--- src/rtl/regfile_dump_pkg.sv ---
// Shared definitions for the register-file dump reader: state encoding,
// register count, index/data widths and the wrapping index increment.
package regfile_dump_pkg;

   localparam int NUM_REGS = 32;
   localparam int IDX_W    = 5;
   localparam int DATA_W   = 32;

   typedef enum logic [2:0] {
      ST_IDLE,
      ST_READ,
      ST_HOLD,
      ST_SUM,
      ST_FIN
   } state_e;

   // Walks wrap from the top register back to index 0.
   function automatic logic [IDX_W-1:0] next_idx(input logic [IDX_W-1:0] idx,
                                                 input int unsigned        n);
      return (idx == IDX_W'(n - 1)) ? '0 : idx + 1'b1;
   endfunction

endpackage

--- src/rtl/dump_checksum_acc.sv ---
// 32-bit wrapping accumulator for the dump checksum beat; cleared when a new
// dump is accepted, adds one data beat per enabled cycle.
module dump_checksum_acc (
   input  logic                               clk_i,
   input  logic                               rst_ni,
   input  logic                               clear_i,
   input  logic                               add_en_i,
   input  logic [regfile_dump_pkg::DATA_W-1:0] data_i,
   output logic [regfile_dump_pkg::DATA_W-1:0] sum_o
);
   import regfile_dump_pkg::*;

   logic [DATA_W-1:0] sum_q, sum_d;

   always_comb begin
      sum_d = sum_q;
      if (clear_i) begin
         sum_d = '0;
      end else if (add_en_i) begin
         sum_d = sum_q + data_i;
      end
   end

   always_ff @(posedge clk_i or negedge rst_ni) begin
      if (!rst_ni) begin
         sum_q <= '0;
      end else begin
         sum_q <= sum_d;
      end
   end

   assign sum_o = sum_q;

endmodule

--- src/rtl/regfile_dump_reader.sv ---
// Streams a contiguous (wrapping) range of register-file entries out over a
// valid/ready port. Define REGFILE_DUMP_CHECKSUM_EN to append a checksum beat.
module regfile_dump_reader #(
   parameter int NUM_REGS = regfile_dump_pkg::NUM_REGS
) (
   input  logic                                Clk,
   input  logic                                Reset_n,
   input  logic                                Start,
   input  logic [regfile_dump_pkg::IDX_W-1:0]  FirstReg,
   input  logic [regfile_dump_pkg::IDX_W-1:0]  LastReg,
   output logic [regfile_dump_pkg::IDX_W-1:0]  ReadRegister,
   input  logic [regfile_dump_pkg::DATA_W-1:0] ReadData,
   output logic                                DumpValid,
   input  logic                                DumpReady,
   output logic [regfile_dump_pkg::IDX_W-1:0]  DumpIndex,
   output logic [regfile_dump_pkg::DATA_W-1:0] DumpData,
   output logic                                DumpLast,
   output logic                                DumpSum,
   output logic                                Busy,
   output logic                                Done
);
   import regfile_dump_pkg::*;

   state_e            state_q, state_d;
   logic [IDX_W-1:0]  cur_q, cur_d;
   logic [IDX_W-1:0]  last_q, last_d;
   logic [DATA_W-1:0] data_q, data_d;
   logic              in_hold, in_sum;

   assign in_hold = (state_q == ST_HOLD);
   assign in_sum  = (state_q == ST_SUM);

`ifdef REGFILE_DUMP_CHECKSUM_EN
   logic [DATA_W-1:0] sum;

   dump_checksum_acc u_acc (
      .clk_i    (Clk),
      .rst_ni   (Reset_n),
      .clear_i  ((state_q == ST_IDLE) && Start),
      .add_en_i (in_hold && DumpReady),
      .data_i   (data_q),
      .sum_o    (sum)
   );
`endif

   always_comb begin
      state_d = state_q;
      cur_d   = cur_q;
      last_d  = last_q;
      data_d  = data_q;
      unique case (state_q)
         ST_IDLE: begin
            if (Start) begin
               cur_d   = FirstReg;
               last_d  = LastReg;
               state_d = ST_READ;
            end
         end
         ST_READ: begin
            data_d  = ReadData;
            state_d = ST_HOLD;
         end
         ST_HOLD: begin
            if (DumpReady) begin
               if (cur_q != last_q) begin
                  cur_d   = next_idx(cur_q, NUM_REGS);
                  state_d = ST_READ;
               end else begin
`ifdef REGFILE_DUMP_CHECKSUM_EN
                  state_d = ST_SUM;
`else
                  state_d = ST_FIN;
`endif
               end
            end
         end
         ST_SUM: begin
            if (DumpReady) begin
               state_d = ST_FIN;
            end
         end
         ST_FIN: begin
            // Start is deliberately not sampled here.
            state_d = ST_IDLE;
         end
         default: state_d = ST_IDLE;
      endcase
   end

   always_ff @(posedge Clk or negedge Reset_n) begin
      if (!Reset_n) begin
         state_q <= ST_IDLE;
         cur_q   <= '0;
         last_q  <= '0;
         data_q  <= '0;
      end else begin
         state_q <= state_d;
         cur_q   <= cur_d;
         last_q  <= last_d;
         data_q  <= data_d;
      end
   end

   // Outputs decode from registered state only, so reset clears them at once.
   always_comb begin
      ReadRegister = (state_q == ST_READ || in_hold) ? cur_q : '0;
      DumpValid    = in_hold || in_sum;
      DumpIndex    = in_hold ? cur_q : '0;
      Busy         = (state_q == ST_READ) || in_hold || in_sum;
      Done         = (state_q == ST_FIN);
`ifdef REGFILE_DUMP_CHECKSUM_EN
      DumpData     = in_hold ? data_q : (in_sum ? sum : '0);
      DumpLast     = in_sum;
      DumpSum      = in_sum;
`else
      DumpData     = in_hold ? data_q : '0;
      DumpLast     = in_hold && (cur_q == last_q);
      DumpSum      = 1'b0;
`endif
   end

endmodule

--- config.mk ---
export PLATFORM = sky130hd
export DESIGN_NAME = regfile_dump_reader
export DESIGN_NICKNAME = d
export VERILOG_FILES = /design/src/rtl/regfile_dump_pkg.sv /design/src/rtl/dump_checksum_acc.sv /design/src/rtl/regfile_dump_reader.sv
export SDC_FILE = /design/constraint.sdc
export NUM_CORES = 1
export LEC_CHECK = 0
export BUFFER_PORTS_ARGS = -buffer_cell sky130_fd_sc_hd__buf_2
export CORE_ASPECT_RATIO = 1.75
export CORE_UTILIZATION = 40
export CTS_CLUSTER_DIAMETER = 50
export CTS_CLUSTER_SIZE = 25
export DETAILED_ROUTE_END_ITERATION = 8
export PLACE_DENSITY = 0.73
export SYNTH_ARGS = -nofsm -noshare
export SYNTH_HDL_FRONTEND = slang
export SYNTH_SLANG_ARGS = --single-unit
--- constraint.sdc ---
create_clock -name Clk -period 2 [get_ports Clk]
set_input_delay 0 -clock Clk [delete_from_list [all_inputs] [get_ports Clk]]
set_output_delay 0 -clock Clk [all_outputs]
set_load 0.005 [all_outputs]
# After elaboration in Yosys (flattened, before gate mapping)
# Index checks and enable logic that the tools add are counted.
# word_totals
ff_bits	45
inputBits	46
out_inout_bits	47
elab_cells	38
# classes
add_sub_neg	1
eq_ne	11
n_mux	13
n_reduce_logical	9
# op_table
operator	count
2-to-1 mux 32 bit	1
2-to-1 mux 5 bit	6
2-to-1 mux 3 bit	4
one-hot mux 3 bit (4 select lines)	1
one-hot mux 5 bit (2 select lines)	1
== test 3 x 2 -> 1 bit, second input constant	2
!= test 2 bit, second input constant	3
adder 5 x 1 -> 5 bit, second input constant	1
== test 5 bit	1
== test 5 bit, second input constant	1
!= test 5 bit	1
AND reduction 4 bit	1
== test 3 x 1 -> 1 bit, second input constant	1
== test 3 bit, second input constant	1
logical NOT 3 bit	1
logical OR 1 bit	3
AND reduction 3 bit	1
!= test 2 x 1 -> 1 bit, second input constant	1
AND reduction 2 bit	1
nonzero test 2 bit	1
logical AND 1 bit	1

# Longest topological paths before layout
# Gate-level depths: netlist (run 1).
# logic_depth
ltp_word	5
ltp_mapped	8
mapped_depth_nobuf	6

# Least setup slack after synthesis (run 1)
# OpenSTA, ideal clock, no wires.
# synth_path
kind	reg-to-reg
start	register state_q[2]
end	register cur_q[3]
setup_time_ns	0.123
arrival_time_ns	1.558
required_time_ns	1.877
path_slack_ns	0.318
path_stages_with_launch	9
path_buffers	3
synth_period_minus_slack_ns	1.682
cell_sequence	dfrtp_1 > buf_6 > or4b_1 > buf_2 > nand3_2 > o21ai_2 > buf_6 > o21ai_1 > o21ai_1
# synth_via
elab_chain_cells	3
elab_cells_between_ends	8
cone_classes	eq/ne (4); mux (1); reduce/logical (3)
# synth_lines
item	line	text
start, declared	regfile_dump_reader.sv:24	state_e state_q, state_d;
start signal, assigned	regfile_dump_reader.sv:97	state_q <= state_d;
== test 3 x 2 -> 1 bit or logical NOT 3 bit (tied branches)	regfile_dump_reader.sv:51	unique case (state_q)
!= test 2 x 1 -> 1 bit (no line) (tied with other cells)	n/a	
AND reduction 4 bit (no line)	n/a	
end signal, assigned	regfile_dump_reader.sv:98	cur_q <= cur_d;
end, declared	regfile_dump_reader.sv:25	logic [IDX_W-1:0] cur_q, cur_d;
# Several ways; a longest one is shown, not always the timed one.
# A chain may end at the register's enable or synchronous reset.

# Final worst setup path (run 1)
# layout_path
start	register state_q[1]
end	register cur_q[2]
# Same word-level chain as after synthesis.

==> flow_metrics.tcl, run 1 <==
set metrics [dict create \
    fin_skew_ns 0.00326 \
    hold_viol 0 \
    cap_violations 0 \
    port_buffers 91 \
    start_kind "flop" \
    synth_top_area_cell "dfrtp_1" \
    placed_cell_area_mm2 0.00278 \
    drive_above_1_share_pct 43.1 \
    grt_pass1_vias 1952 \
    via_per_inst 4.73 \
    overflow 0 \
    syn-num-nets 245 \
    grt_max_degree 41 \
    ys_seq_area_share_pct 50.5 \
    leakage_nw 1.64 \
    synth_area_per_cell_um2 11.3 \
    crit_arrival_ns 1.97 \
    path_max_fanout 11 \
    clk_path_buf_depth 2 \
    final.setup.tns_ns 0 \
    synth_top_area_share_pct 50.5 \
    rows 35 \
    routedWlPerCell_um 12.6 \
    ys_ff_latch 45 \
    post-route-period-util_pct 90.3 \
    diodes 0 \
    wl_mm 5.15 \
    cts.htree.levels 2 \
    die_height_um 101 \
    holdCritPathClass "in -> reg" \
    report.final.slew_viol_count 0 \
    cts_tree "done" \
    power_density_mw_per_mm2 1350 \
    die_w_um 58.4 \
    drt_iter0_markers 42 \
    cp-end-kind "flop" \
    track_usage_pct 18.9 \
    worst_pin_slew_ns 0.636 \
    antenna_found_initial 0 \
    globalplace.congestion 0.815 \
    drtAntennaViolNets 0 \
    worstReg2RegStart "state_q[1]" \
    setup_violations 0 \
    core-area_mm2 0.00530 \
    rsz0062_at_grt "false" \
    pin_count 93 \
    final_cell_area_mm2 0.00330 \
    grt_first_pass_wirelength_mm 8.52 \
    yosysUniqueCellTypes 33 \
    synth_warnings 0 \
    fin_nets 381 \
    fmax_mhz 554 \
    netlist_area_mm2 0.00223 \
    worstHoldStart "FirstReg[2]" \
    crit_type "reg -> reg" \
    outcome "completed" \
    num_vias 1928 \
    clkSinkCount 45 \
    regToRegEndpoint "cur_q[2]" \
    ff2ff_setup_slack_ns 0.19 \
    fillerInstances 434 \
    fin_cells 408 \
    drt-pass1-iter-count 6 \
    post-route-min-period_ns 1.81 \
    remaining_drc_errors 0 \
    utilization_pct 62.3 \
    hpwl_mm 3.56 \
    vdd_drop_max_uv 684 \
    clk_pin_slew_worst_paths_ns 0.08 \
    start_util_pct 42.1 \
    dp_cells 358 \
    slew_headroom_pct 57.6 \
    reg2reg_depth 5 \
    synthCells 197 \
    cp.required_ns 2.16 \
    cts_root_buffer "clkbuf_8" \
    die_area_mm2 0.00588 \
    min_path_cells 3 \
    clk-insertion-delay-late_ns 0.29 \
    cts_made_buffers 5 \
    hold_end "cur_q[2]" \
    syn_to_final_growth_pct 48.1 \
    synthTopCellsByArea "dfrtp_1 (51%), mux2_2 (16%), and2_1 (11%), nand2_1 (3.4%), xnor2_1 (2.0%)" \
]
## routing by layer
layer	up-vias	part of all wire (%)	wire length, um	global-route usage (%)
li1	933	-	-	-
met2	54	56	2890	34.7
met3	8	4.1	210	3.59
met1	933	37	1930	20.3
met4	0	2.2	114	8.79
met5	-	0	0	0
## what timing repair did
action | CTS | global route
buffers inserted | 0 | 0
endpoints found under the hold margin | 69 | 0
endpoints found under the setup margin | 0 | 1
hold buffers | 42 | 0
gates resized for setup | 0 | 1
## cells in the mapped netlist (all sizes together)
cell and n:
dfrtp 45, nor2b 6, nand3b 1, ha 2
xnor2 5, mux2 33, o211a 1, nor2 4
nor4 1, a211oi 1, mux2i 2, o21ai 8
conb 1, buf 7, nand2b 1, clkbuf 5
nor3 3, and2 38, and3 1, or4b 1
nor3b 3, nand2 20, nand3 3, a21oi 3
nor4b 2
## power breakdown
part           switching [mW]  internal, mW
sequential              0.276          1.37
clock                   0.295         0.280
combinational           0.996          1.23
total                    1.57          2.88
## area by class of cell
class	instances	area (um2)	area share [%]
Timing Repair Buffer	141	940	28.5
Tap cell	74	92.6	2.81
Sequential cell	45	1130	34.1
Multi-Input combinational cell	140	1050	31.7
Clock inverter	2	13.8	0.417
Clock buffer	6	82.6	2.50
## cells by family (layout without fill, tap and decap cells)
kind of cell / after synthesis / in the layout / share of synthesized area, %
muxes: 35 / 35 / 17.6
adders and majority gates: 2 / 2 / 1.12
xor gates and xnor gates: 5 / 5 / 1.97
and+or+nand+nor: 84 / 84 / 22.1
other: 1 / 1 / 0.168
AOI/OAI and AO/OA: 13 / 13 / 3.42
DFF: 45 / 45 / 50.5
buffers and inverters: 12 / 149 / 3.09
## cells in the final DEF (no fill, tap or decap), types with 6 or more instances in the layout
| cell | n |
|---|---|
| buf_2 | 91 |
| dfrtp_1 | 45 |
| dlygate4sd3_1 | 42 |
| and2_1 | 38 |
| mux2_2 | 32 |
| nand2_1 | 20 |
| buf_4 | 7 |
| nor2b_1 | 6 |
| o21ai_1 | 6 |
| clkbuf_8 | 6 |
## sequential cells by signal, summed over array words and instances, names as in the netlist
signal / flops
state_q: 3
cur_q: 5
data_q: 32
last_q: 5
## critical path, cell delays in order, from the launching register on
cell and delay, ns:
dfrtp_1 0.48, or4b_1 0.67, nand3_2 0.13, o21ai_2 0.13, o21ai_0 0.18, o21ai_1 0.09
## worst max-delay path by stage
| stage | from | end | slack [ns] | cells past startpoint |
|---|---|---|---|---|
| floorplan | state_q[2] | cur_q[3] | 0.32 | 8 |
| CTS | state_q[1] | ReadRegister[0] | 0.15 | 5 |
| global route | state_q[1] | cur_q[2] | 0.03 | 5 |
| finish | state_q[1] | cur_q[2] | 0.19 | 5 |
| global placement | state_q[1] | cur_q[2] | 0.26 | 5 |
| detailed placement | state_q[1] | cur_q[2] | 0.19 | 5 |
## through the flow
step | setup WS [ns] | hold slack, ns | power, mW
global route | 0.0339 | 0.0256 | 4.83
finish | 0.195 | 0.00975 | 4.44
floorplan | 0.318 | -0.296 | 3.09
CTS | 0.149 | 0.00364 | 4.50
global placement | 0.265 | 0.0584 | 3.78
detailed placement | 0.194 | 0.0599 | 3.85
Power figures use the tool's default switching activity.
==> run 2: changes to the inputs <==
--- a/config.mk
+++ b/config.mk
@@ -7,11 +7,11 @@
 export LEC_CHECK = 0
 export BUFFER_PORTS_ARGS = -buffer_cell sky130_fd_sc_hd__buf_2
 export CORE_ASPECT_RATIO = 1.75
-export CORE_UTILIZATION = 40
+export CORE_UTILIZATION = 51
 export CTS_CLUSTER_DIAMETER = 50
 export CTS_CLUSTER_SIZE = 25
 export DETAILED_ROUTE_END_ITERATION = 8
-export PLACE_DENSITY = 0.73
+export PLACE_DENSITY = 0.88
 export SYNTH_ARGS = -nofsm -noshare
 export SYNTH_HDL_FRONTEND = slang
 export SYNTH_SLANG_ARGS = --single-unit
==> constraint.sdc (replaced) <==
create_clock -name Clk -period 2.3 [get_ports Clk]
set_input_delay 0 -clock Clk [delete_from_list [all_inputs] [get_ports Clk]]
set_output_delay 0 -clock Clk [all_outputs]
set_load 0.005 [all_outputs]
==> run 2 against run 1 <==
Cell count down 7.1%; sequential share of layout area up 0.86 points; utilization up 15 points; cell area down 2.5%; critical path depth unchanged; clock power down 19%; sequential cell count unchanged; sequential power down 11%.
==> flow_metrics.tcl, run 2 (synthesis results as in run 1) <==
set metrics [dict create \
    rows 31 \
    fin_nets 377 \
    crit_chain "or4b_1 > nand3_2 > o21ai_2 > o21ai_0 > o21ai_1" \
    pwr-share-clk_pct 12.1 \
    leakage_nw 1.60 \
    port_buffers 91 \
    holdWs_ns 0.0292 \
    report.final.slew_viol_count 0 \
    antenna_found_initial 0 \
    clk-insertion-delay-late_ns 0.29 \
    crit_end "cur_q[2]" \
    regToRegEndpoint "cur_q[2]" \
    globalplace.congestion 0.805 \
    clk_pin_slew_worst_paths_ns 0.08 \
    clkSinkCount 45 \
    die_height_um 89.4 \
    hpwl_mm 3.50 \
    reg2reg_depth 5 \
    final_common_cell "buf_2" \
    crit_arrival_ns 2.02 \
    cts.repair.resized 0 \
    layout.area.seq_mm2 0.00113 \
    num_vias 1896 \
    regMostFlops "data_q" \
    hold_viol 0 \
    ff2ff_setup_slack_ns 0.43 \
    dr_wl_met2_mm 3.15 \
    largest_reg_flops 32 \
    drt-pass1-iter-count 4 \
    remaining_drc_errors 0 \
    wl_met1_mm 1.99 \
    crit_family "simple AND/OR/NAND/NOR gates" \
    final.setup.tns_ns 0 \
    routedWlPerCell_um 14.7 \
    vdd_drop_max_uv 920 \
    cp-end-kind "flop" \
    die_area_mm2 0.00465 \
    worst_pin_slew_ns 0.999 \
    cap_violations 0 \
    start_kind "flop" \
    rsz0062_at_grt "false" \
    wl_met3_um 276 \
    clk_path_buf_depth 2 \
    multi_input_area_mm2 0.00105 \
    pwr-share-seq_pct 38.3 \
    diodes 0 \
    power_density_mw_per_mm2 1200 \
    swShare_pct 36.3 \
    track_usage_pct 25.9 \
    start_util_pct 53.7 \
    drive_above_1_share_pct 41.5 \
    pwr-share-comb_pct 49.6 \
    cp.required_ns 2.46 \
    grt_max_degree 46 \
    core-area_mm2 0.00415 \
    via_per_inst 5.00 \
    worstReg2RegStart "state_q[2]" \
    wl_mm 5.56 \
    grt_pass1_vias 1917 \
    switchingPower_mw 1.40 \
    die_w_um 52.0 \
    fillerInstances 284 \
    crit_path_start "state_q[2]" \
    path_max_fanout 11 \
    cts.htree.levels 2 \
    syn_to_final_growth_pct 44.5 \
    cts_made_buffers 5 \
    path_depth 5 \
    setup_violations 0 \
    internal_power_mw 2.45 \
    slew_headroom_pct 33.4 \
    grt_first_pass_wirelength_mm 8.72 \
    outcome "completed" \
    fmax_mhz 536 \
    top_regs "data_q (32), cur_q (5), last_q (5)" \
    crit_type "reg -> reg" \
    post-route-min-period_ns 1.87 \
    top_layer_used "met4" \
    pin_count 93 \
    cts_tree "done" \
    crit_path_top_delay_cell "or4b_1" \
    mostFrequentLayoutCells "buf_2 (91), dfrtp_1 (45), dlygate4sd3_1 (42), and2_1 (38), mux2_2 (32)" \
    drtAntennaViolNets 0 \
    post-route-period-util_pct 81.2 \
    crit_path_max_incr_delay_ns 0.69 \
    drt_iter0_markers 25 \
    cp_num_buf_inv 0 \
    overflow 0 \
    holdCritPathClass "in -> reg" \
    cts_root_buffer "clkbuf_8" \
    fin_skew_ns 0.00332 \
]
==> run 2: cell types whose count changed in the layout (fill, tap and decap cells not counted), sizes merged <==
cell    before  now
buf         99   95
clkbuf       6    8
clkinv       2    0
==> run 2: tightest hold or removal path: stages <==
cell	delay [ns]
buf_2	0.09
a21oi_1	0.05
o21ai_1	0.13
==> run 2: worst min-delay path by stage <==
stage	from	to	slack, ns	cells past startpoint
CTS	FirstReg[4]	cur_q[4]	0.01	3
finish	FirstReg[2]	cur_q[2]	0.03	3
global placement	LastReg[4]	last_q[4]	0.19	3
detailed placement	LastReg[4]	last_q[4]	0.20	3
global route	FirstReg[2]	cur_q[2]	0.03	3
floorplan	Reset_n	cur_q[0]	-0.30	0
==> run 2: cell type report <==
| type | instances | share of cell area (%) |
|---|---|---|
| flip-flops and latches | 45 | 35.0 |
| well taps | 49 | 1.90 |
| repair buffers | 137 | 28.1 |
| multi-input cells | 140 | 32.5 |
| clock buffers | 8 | 2.49 |
==> run 2: metal layers <==
layer	vias to the layer above	GRT usage, %
met2	70	47.3
li1	921	-
met3	12	5.95
met5	-	0
met1	893	27.2
met4	0	11.8
==> run 2: per-stage QoR <==
step           setup WS, ns  total power, mW  instance area, um2  utilization (%)  instances
2_1_floorplan         0.618             2.69                2230                -        197
3_3_place_gp          0.522             3.24                2720             65.5        329
3_5_place_dp          0.460             3.34                2720             65.5        329
4_1_cts               0.426             3.87                3220             77.6        379
5_1_grt               0.283             4.15                3220             77.6        379
6_report              0.433             3.85                3220             77.6        379
==> run 2: repair_timing <==
action                    CTS  global route
hold endpoints to repair   87             0
buffers inserted            0             0
hold buffers               42             0
==> run 2: power by group through the flow <==
stage / sequential (mW) / clock (mW) / combinational [mW]
floorplan: 1.38 / 0 / 1.30
global placement: 1.45 / 0 / 1.79
detailed placement: 1.49 / 0 / 1.85
CTS: 1.47 / 0.483 / 1.92
global route: 1.53 / 0.513 / 2.11
finish: 1.47 / 0.467 / 1.91
